[src/rtl/sevenseg_scan_if.sv]
// rtl/sevenseg_scan_if.sv - display data inputs and multiplexed pin outputs of the 4-digit scanner
interface sevenseg_scan_if;
  logic [15:0] disp_data;
  logic [3:0]  dp_mask;
  logic [3:0]  blank_mask;
  logic [7:0]  bright;
  logic [6:0]  seg;
  logic        dp;
  logic [3:0]  an;
  logic        frame;

  modport master (
    output disp_data, dp_mask, blank_mask, bright,
    input  seg, dp, an, frame
  );

  modport slave (
    input  disp_data, dp_mask, blank_mask, bright,
    output seg, dp, an, frame
  );
endinterface

[src/rtl/sevenseg_scan.sv]
// rtl/sevenseg_scan.sv - 4-digit multiplexed 7-segment scanner with PWM dimming; SEVENSEG_LZB_EN enables leading-zero blanking
module sevenseg_scan #(
  parameter int SCAN_DIV = 25000
) (
  input  logic          clk,
  input  logic          rst_n,
  sevenseg_scan_if.slave bus
);

  localparam logic [15:0] PRESC_MAX = 16'(SCAN_DIV - 1);

  logic [15:0] presc;
  logic [1:0]  idx;
  logic [7:0]  pwm_cnt;
  logic [15:0] data_sh;
  logic [3:0]  dp_sh;
  logic [3:0]  blank_sh;
  logic [7:0]  bright_sh;
  logic        frame_q;
  logic [3:0]  an_q;
  logic [6:0]  seg_q;
  logic        dp_q;

  logic        slot_tick;
  logic        snap;
  logic [3:0]  digit;
  logic [6:0]  seg_dec;
  logic [3:0]  sup;
  logic        dark;
  logic        pwm_on;

  assign slot_tick = (presc == PRESC_MAX);
  assign snap      = slot_tick && (idx == 2'd3);

  // Slot prescaler and digit index: one digit slot every SCAN_DIV clocks
  always_ff @(posedge clk or negedge rst_n) begin
    if (!rst_n) begin
      presc <= '0;
      idx   <= '0;
    end else if (slot_tick) begin
      presc <= '0;
      idx   <= idx + 2'd1;
    end else begin
      presc <= presc + 16'd1;
    end
  end

  // Free-running PWM phase counter, wraps 255 -> 0
  always_ff @(posedge clk or negedge rst_n) begin
    if (!rst_n) begin
      pwm_cnt <= '0;
    end else begin
      pwm_cnt <= pwm_cnt + 8'd1;
    end
  end

  // Snapshot inputs at the end of digit 3 so a whole frame shows one consistent value
  always_ff @(posedge clk or negedge rst_n) begin
    if (!rst_n) begin
      data_sh   <= '0;
      dp_sh     <= '0;
      blank_sh  <= '0;
      bright_sh <= '0;
      frame_q   <= 1'b0;
    end else begin
      frame_q <= snap;
      if (snap) begin
        data_sh   <= bus.disp_data;
        dp_sh     <= bus.dp_mask;
        blank_sh  <= bus.blank_mask;
        bright_sh <= bus.bright;
      end
    end
  end

  // Select the nibble of the digit currently being scanned
  always_comb begin
    digit = 4'h0;
    case (idx)
      2'd0: digit = data_sh[3:0];
      2'd1: digit = data_sh[7:4];
      2'd2: digit = data_sh[11:8];
      2'd3: digit = data_sh[15:12];
      default: digit = 4'h0;
    endcase
  end

  // Hex to active-low {g,f,e,d,c,b,a}
  always_comb begin
    seg_dec = 7'h7F;
    case (digit)
      4'h0: seg_dec = 7'b1000000;
      4'h1: seg_dec = 7'b1111001;
      4'h2: seg_dec = 7'b0100100;
      4'h3: seg_dec = 7'b0110000;
      4'h4: seg_dec = 7'b0011001;
      4'h5: seg_dec = 7'b0010010;
      4'h6: seg_dec = 7'b0000010;
      4'h7: seg_dec = 7'b1111000;
      4'h8: seg_dec = 7'b0000000;
      4'h9: seg_dec = 7'b0010000;
      4'hA: seg_dec = 7'b0001000;
      4'hB: seg_dec = 7'b0000011;
      4'hC: seg_dec = 7'b1000110;
      4'hD: seg_dec = 7'b0100001;
      4'hE: seg_dec = 7'b0000110;
      4'hF: seg_dec = 7'b0001110;
      default: seg_dec = 7'h7F;
    endcase
  end

  // Leading-zero suppression chain; a lit decimal point stops suppression at that digit
  always_comb begin
    sup = 4'b0000;
`ifdef SEVENSEG_LZB_EN
    sup[3] = (data_sh[15:12] == 4'h0) && !dp_sh[3];
    sup[2] = sup[3] && (data_sh[11:8] == 4'h0) && !dp_sh[2];
    sup[1] = sup[2] && (data_sh[7:4] == 4'h0) && !dp_sh[1];
`endif
  end

  assign dark   = blank_sh[idx] | sup[idx];
  assign pwm_on = (bright_sh == 8'hFF) || (pwm_cnt < bright_sh);

  // Registered pin drivers; segments keep the digit pattern while PWM holds the anode off
  always_ff @(posedge clk or negedge rst_n) begin
    if (!rst_n) begin
      an_q  <= 4'hF;
      seg_q <= 7'h7F;
      dp_q  <= 1'b1;
    end else begin
      an_q  <= (pwm_on && !dark) ? ~(4'b0001 << idx) : 4'hF;
      seg_q <= dark ? 7'h7F : seg_dec;
      dp_q  <= dark ? 1'b1 : ~dp_sh[idx];
    end
  end

  assign bus.an    = an_q;
  assign bus.seg   = seg_q;
  assign bus.dp    = dp_q;
  assign bus.frame = frame_q;

endmodule

[src/flat_wrapper.sv]
// flat-port wrapper written by rule: the top's interface ports become plain ports
module sevenseg_scan_flat 
#(
  parameter int SCAN_DIV = 25000
)
  (clk, rst_n, bus_disp_data, bus_dp_mask, bus_blank_mask, bus_bright, bus_seg, bus_dp, bus_an, bus_frame);
  sevenseg_scan_if bus_i ();
  input  logic clk;
  input  logic rst_n;
  input wire logic [$bits(bus_i.disp_data)-1:0] bus_disp_data;
  input wire logic [$bits(bus_i.dp_mask)-1:0] bus_dp_mask;
  input wire logic [$bits(bus_i.blank_mask)-1:0] bus_blank_mask;
  input wire logic [$bits(bus_i.bright)-1:0] bus_bright;
  output wire logic [$bits(bus_i.seg)-1:0] bus_seg;
  output wire logic [$bits(bus_i.dp)-1:0] bus_dp;
  output wire logic [$bits(bus_i.an)-1:0] bus_an;
  output wire logic [$bits(bus_i.frame)-1:0] bus_frame;
  assign bus_i.disp_data = bus_disp_data;
  assign bus_i.dp_mask = bus_dp_mask;
  assign bus_i.blank_mask = bus_blank_mask;
  assign bus_i.bright = bus_bright;
  assign bus_seg = bus_i.seg;
  assign bus_dp = bus_i.dp;
  assign bus_an = bus_i.an;
  assign bus_frame = bus_i.frame;
  sevenseg_scan #(.SCAN_DIV(SCAN_DIV)) u_core (.clk(clk), .rst_n(rst_n), .bus(bus_i));
endmodule
[config.mk]
export PLATFORM = sky130hd
export DESIGN_NAME = sevenseg_scan_flat
export DESIGN_NICKNAME = d
export VERILOG_FILES = /design/src/rtl/sevenseg_scan_if.sv /design/src/rtl/sevenseg_scan.sv /design/src/flat_wrapper.sv
export SDC_FILE = /design/constraint.sdc
export NUM_CORES = 1
export LEC_CHECK = 0
export ABC_AREA = 1
export BUFFER_PORTS_ARGS = -buffer_cell sky130_fd_sc_hd__buf_2
export CAP_MARGIN = 20
export CELL_PAD_IN_SITES_DETAIL_PLACEMENT = 0
export CELL_PAD_IN_SITES_GLOBAL_PLACEMENT = 1
export CORE_MARGIN = 5
export CORE_UTILIZATION = 35
export CTS_CLUSTER_DIAMETER = 200
export DETAILED_ROUTE_END_ITERATION = 12
export GPL_TIMING_DRIVEN = 0
export PLACE_DENSITY_LB_ADDON = 0.25
export SYNTH_ARGS = -nofsm -noshare
export SYNTH_HDL_FRONTEND = slang
export SYNTH_SLANG_ARGS = --single-unit
[constraint.sdc]
create_clock -name clk -period 2.3 [get_ports clk]
set_input_delay 0.115 -clock clk [delete_from_list [all_inputs] [get_ports clk]]
set_output_delay 0.115 -clock clk [all_outputs]
set_load 0.01 [all_outputs]
==> results of run 1 <==
-- area by class of cell --
| type | instances | area share [%] |
|---|---|---|
| flip-flops and latches | 71 | 39.8 |
| multi-input cells | 305 | 34.0 |
| repair buffers | 81 | 12.8 |
| well taps | 133 | 3.69 |
| inverters | 43 | 3.61 |
| clock buffers | 12 | 3.22 |
| clock inverters | 4 | 1.56 |
| plain buffers | 8 | 1.28 |
-- Yosys cell counts, types with 2 or more instances --
cell type  count
dfstp_2       12
buf_2          4
nand2_2        2
dfrtp_1       59
o22ai_1        2
inv_1         38
nor3_2         2
nor2_1        32
xor2_1        11
nor3_1         8
buf_6          3
xnor2_1        2
nand4_1        3
inv_2          4
a21oi_1        4
nand3_1       33
ha_1          20
nand2_1      170
o21ai_0       10
-- what timing repair did --
| action | CTS | global route |
|---|---|---|
| pin swaps | 0 | 1 |
| hold buffers | 33 | 0 |
| endpoints found under the hold margin | 91 | 0 |
| gates resized for setup | 3 | 5 |
| setup endpoints to repair | 6 | 6 |
| setup buffers | 0 | 2 |
-- metrics by stage --
stage          instances  instance area, um2  utilization, %  hold WS (ns)
2_1_floorplan        427                3520               -        -0.181
3_3_place_gp         606                3920            40.1         0.314
3_5_place_dp         606                3920            40.1         0.306
4_1_cts              655                4480            45.8         0.458
5_1_grt              657                4500            46.1         0.495
6_report             657                4500            46.1         0.443
-- registers in the layout, summed over array words and instances, names as in the netlist --
name and cells:
u_core.idx 2, u_core.bus.an 4, u_core.bright_sh 8, u_core.data_sh 16, u_core.blank_sh 4, u_core.pwm_cnt 8
u_core.bus.seg 7, u_core.dp_sh 4, u_core.bus.frame 1, u_core.presc 16, u_core.bus.dp 1
-- power breakdown --
group          total [mW]  switching, mW  leakage [nW]  internal (mW)
registers            1.25              0         0.753           1.25
logic              0.0956         0.0394          1.35         0.0562
clock network        1.09          0.456         0.110          0.638
-- cells by family (layout without fill, tap and decap cells) --
| kind of cell | Yosys count | in the layout | synth area share (%) |
|---|---|---|---|
| adder cells (fa/ha/maj) | 20 | 20 | 7.10 |
| flip-flops | 71 | 71 | 50.9 |
| AO/OA/AOI/OAI | 18 | 18 | 2.91 |
| AND/OR/NAND/NOR | 254 | 254 | 29.6 |
| XOR/XNOR | 13 | 13 | 3.23 |
| buffers and inverters | 51 | 148 | 6.25 |
-- worst min-delay path by stage --
stage                          endpoint  slack [ns]  cells after the start
global route            u_core.presc[0]        0.49                      1
detailed placement   u_core.data_sh[11]        0.31                      1
CTS                   u_core.data_sh[7]        0.46                      2
floorplan            u_core.blank_sh[0]       -0.18                      0
finish                u_core.data_sh[0]        0.44                      2
global placement    u_core.bright_sh[0]        0.31                      3
-- metal layers --
metal | global-route usage [%] | share of wire [%] | vias up | wire length, um
li1 | - | - | 1518 | -
met1 | 17.8 | 47 | 1320 | 3610
met2 | 23.1 | 47 | 50 | 3590
met3 | 3.96 | 4.9 | 10 | 376
met4 | 5.01 | 1.4 | 0 | 107
met5 | 0 | 0 | - | 0
==> impl_metrics.tcl, run 1 <==
set metrics [dict create \
    netlist_instances 427 \
    dr.first_iter.drc_count 109 \
    hold_viol 0 \
    relSlewSlack_pct 40.8 \
    regArea_mm2 0.00179 \
    fin_ws_ns 0.229 \
    r2r_start "u_core.idx[0]" \
    hpwlAfterDp_um 5440 \
    yosysTopAreaCellShare_pct 41.9 \
    die_area_mm2 0.0122 \
    synth_edf_count 0 \
    status "finished, final reports clean" \
    cp-startpoint "u_core.idx[0]" \
    drt-total-wl_um 7690 \
    drv_cap 0 \
    finalSetupViolCount 0 \
    fp.dieW_um 110 \
    cts_max_path_buffers 2 \
    p_leak_nw 2.21 \
    crit_slowest_cell "dfrtp_2" \
    reg2reg_depth 10 \
    drive_gt1_share_pct 19.1 \
    grt_pass1_vias 2848 \
    ys.flop_type "dfrtp_1" \
    worstSetupEndpointType "register" \
    powerDensity_mw_per_mm2 541 \
    maxSlewViolCount 0 \
    cpPeakStageDelay_ns 0.43 \
    core-area_mm2 0.00977 \
    grt_pass1_wl_um 13100 \
    diodes 0 \
    wl_per_cell_um 11.7 \
    synth.area.top_cells "dfrtp_1 (42%), nand2_1 (18%), dfstp_2 (9.0%)" \
    async_reset_ff_share_pct 100 \
    post-synth-top-area-cell "dfrtp_1" \
    die_h_um 110 \
    fmax_mhz 483 \
    avgSynthCellArea_um2 8.25 \
    path_buf_inv 4 \
    arrival_ns 2.33 \
    firstDrtPassIters 4 \
    vias 2898 \
    crit_end "u_core.bus.seg[2]" \
    crit_fanout 8 \
    worstHoldPathType "primary input to asynchronous set/reset pin" \
    cts_tree "built" \
    synth_cell_types 27 \
    max_slew.worst_pin.slew_ns 0.888 \
    fin_setup_tns_ns 0 \
    synth_seq_cells 71 \
    regToRegSetupSlack_ns 0.23 \
    clkTransAtPathRegs_ns 0.07 \
    remaining_drc_errors 0 \
    fin_crit_sh_pct 90.1 \
    cts-root-buf "clkbuf_8" \
    nFillCells 981 \
    io_pins 47 \
    grt_max_degree 72 \
    reg2reg_to "u_core.bus.seg[2]" \
    final_nets 573 \
    ant_nets 0 \
    final_common_cell "nand2_1" \
    post-place-ws_ns -0.106 \
    ir_worst_vdd_mv 0.323 \
    cp.depth 10 \
    grt_overflow 0 \
    crit_family "adder cells" \
    clock-sinks 71 \
    fin_crit_ns 2.07 \
    layout_common_cells "nand2_1 (170), dfrtp_1 (58), buf_2 (49), inv_1 (36)" \
    synth_area_mm2 0.00352 \
    synth-seq-area-share_pct 50.9 \
    crit_chain "inv_2 -> ha_1 -> inv_2 -> nand2_1 -> o22ai_4 -> inv_1 -> ha_1 -> inv_1 -> nand3_1 -> o211ai_1" \
    initial_core_util_pct 36.0 \
    antenna_found_initial 0 \
    rsz0062_at_grt "false" \
    gp_congestion 0.790 \
    p_total_mw 2.44 \
    critPathLaunchType "register" \
    syn_to_final_growth_pct 27.9 \
    clk-insertion-delay-late_ns 0.35 \
    num_rows 36 \
    ys_warn_count 0 \
    synthesis.nets 481 \
    numPortBuffers 46 \
    multi_input_area_mm2 0.00153 \
    required_ns 2.56 \
    fin_skew_ns 0.0101 \
    cts.htree.levels 3 \
    cts_buffers 9 \
    grtUsageTotal_pct 14.1 \
    worstSetupPathType "register to register" \
    viasPerCell 4.41 \
]
Power figures use the tool's default switching activity.
==> run 2: changes to the inputs <==
==> constraint.sdc (replaced) <==
create_clock -name clk -period 2.4 [get_ports clk]
set_input_delay 0.12 -clock clk [delete_from_list [all_inputs] [get_ports clk]]
set_output_delay 0.12 -clock clk [all_outputs]
set_load 0.01 [all_outputs]
==> run 2 against run 1 <==
Compared with the run above:
- clock power is 4% lower
- first-iteration DRC count shrank 3.7%
- global-route usage is the same
- fmax down 4.1%
- register-to-register slack about the same
- sequential cell count did not move
- worst hold slack improved by 0.0042 ns
- setup slack gained 0.011 ns
- critical path depth unchanged
==> impl_metrics.tcl, run 2 (synthesis results as in run 1) <==
set metrics [dict create \
    required_ns 2.66 \
    syn_to_final_growth_pct 27.1 \
    drive_gt1_share_pct 18.2 \
    drv_cap 0 \
    max_slew.worst_pin.slew_ns 0.887 \
    cts-root-buf "clkbuf_8" \
    num_rows 36 \
    post_cts_buffers 0 \
    worstSetupEndpointType "register" \
    fin_setup_tns_ns 0 \
    status "finished, final reports clean" \
    p_total_mw 2.34 \
    finalSetupViolCount 0 \
    crit_fanout 8 \
    final_common_cell "nand2_1" \
    nFillCells 976 \
    die_h_um 110 \
    critPathLaunchType "register" \
    hpwlAfterDp_um 5440 \
    combPwrFrac_pct 3.9 \
    gp_congestion 0.790 \
    grtUsageTotal_pct 14.1 \
    fmax_mhz 463 \
    fin_ws_ns 0.240 \
    powerDensity_mw_per_mm2 522 \
    arrival_ns 2.42 \
    io_pins 47 \
    post-place-ws_ns -0.00579 \
    rsz0062_at_grt "false" \
    numPortBuffers 46 \
    clkTransAtPathRegs_ns 0.08 \
    ir_worst_vdd_mv 0.309 \
    clk-insertion-delay-late_ns 0.35 \
    p_leak_nw 2.21 \
    final_nets 571 \
    vias 2904 \
    drt-total-wl_um 7680 \
    ant_nets 0 \
    fin_crit_sh_pct 90.0 \
    clock-sinks 71 \
    fp.dieW_um 110 \
    cts.htree.levels 3 \
    firstDrtPassIters 4 \
    intPower_mw 1.86 \
    relSlewSlack_pct 40.9 \
    switchingPower_mw 0.476 \
    wl_per_cell_um 11.7 \
    viasPerCell 4.43 \
    cts_max_path_buffers 2 \
    hold_ws_ns 0.447 \
    die_area_mm2 0.0122 \
    antenna_found_initial 0 \
    grt_pass1_wl_um 13100 \
    grt_max_degree 72 \
    power_frac_seq_pct 51.2 \
    grt_pass1_vias 2848 \
    hold_viol 0 \
    initial_core_util_pct 36.0 \
    core-area_mm2 0.00977 \
    switching_share_pct 20.4 \
    maxSlewViolCount 0 \
    top_regs "u_core.data_sh (16), u_core.presc (16)" \
    diodes 0 \
    worstSetupPathType "register to register" \
    cts_buffers 9 \
    worstHoldPathType "primary input to asynchronous set/reset pin" \
    fin_crit_ns 2.16 \
    fin_skew_ns 0.0106 \
    clockPowerShare_pct 44.9 \
    cts_tree "built" \
    grt_overflow 0 \
    layout_common_cells "nand2_1 (170), dfrtp_1 (59), buf_2 (49), inv_1 (37)" \
    remaining_drc_errors 0 \
    dr.first_iter.drc_count 105 \
]
## run 2: cell count changes in the layout (fill, tap and decap cells not counted)
cell     previous run  this run
o22ai_2             1         2
dfrtp_2             1         0
o22ai_4             1         0
ha_1               18        19
inv_2               6         5
dfrtp_1            58        59
inv_1              36        37
ha_2                2         1
buf_4               3         1
## run 2: final cells by class
type / instances / area (um2) / share of cell area, %
Clock inverter: 4 / 70.1 / 1.56
Clock buffer: 12 / 145 / 3.24
Sequential cell: 71 / 1790 / 40.0
Inverter: 43 / 163 / 3.63
Tap cell: 133 / 166 / 3.72
Multi-Input combinational cell: 305 / 1520 / 34.0
Timing Repair Buffer: 79 / 563 / 12.6
Buffer: 8 / 57.6 / 1.29
## run 2: metrics by stage
step           cells  area [um2]  utilization, %
2_1_floorplan    427        3520               -
6_report         655        4480            45.8
3_3_place_gp     606        3920            40.1
3_5_place_dp     606        3920            40.1
5_1_grt          655        4480            45.8
4_1_cts          655        4480            45.8
## run 2: routing by layer
metal	global-route usage, %	wire, um
met3	3.96	380
met4	5.01	107
met1	17.8	3610
met2	23.1	3580
met5	0	0
## run 2: path summary, 6_finish.rpt
| path | start | end | slack [ns] | depth (start not counted) |
|---|---|---|---|---|
| setup / recovery | u_core.idx[0] | u_core.bus.seg[2] | 0.24 | 10 |
| hold / removal | rst_n | u_core.pwm_cnt[1] | 0.45 | 2 |
| setup reg to reg | u_core.idx[0] | u_core.bus.seg[2] | 0.24 | 10 |
| hold reg to reg | u_core.presc[0] | u_core.presc[0] | 0.46 | 1 |
| max in group asynchronous | rst_n | u_core.data_sh[11] | 1.39 | 2 |
| min in group clk | u_core.presc[0] | u_core.presc[0] | 0.46 | 1 |
## run 2: repair_timing
| item | CTS | global route |
|---|---|---|
| endpoints found under the hold margin | 91 | 0 |
| setup endpoints to repair | 2 | 5 |
| resized for setup | 2 | 2 |
| hold buffers | 33 | 0 |
## run 2: worst max-delay path: stages (launching register included)
cell,delay (ns)
dfrtp_1,0.47
inv_2,0.13
ha_1,0.25
inv_2,0.13
nand2_1,0.08
o22ai_2,0.26
inv_1,0.13
ha_1,0.25
inv_1,0.08
nand3_1,0.10
o211ai_1,0.19
## run 2: power groups by stage
stage,logic [mW],registers (mW),clock network [mW]
5_1_grt,0.103,1.20,1.14
4_1_cts,0.0941,1.20,1.09
3_5_place_dp,0.0531,1.22,0
2_1_floorplan,0.000000593,1.22,0
3_3_place_gp,0.0517,1.22,0
6_report,0.0915,1.20,1.05
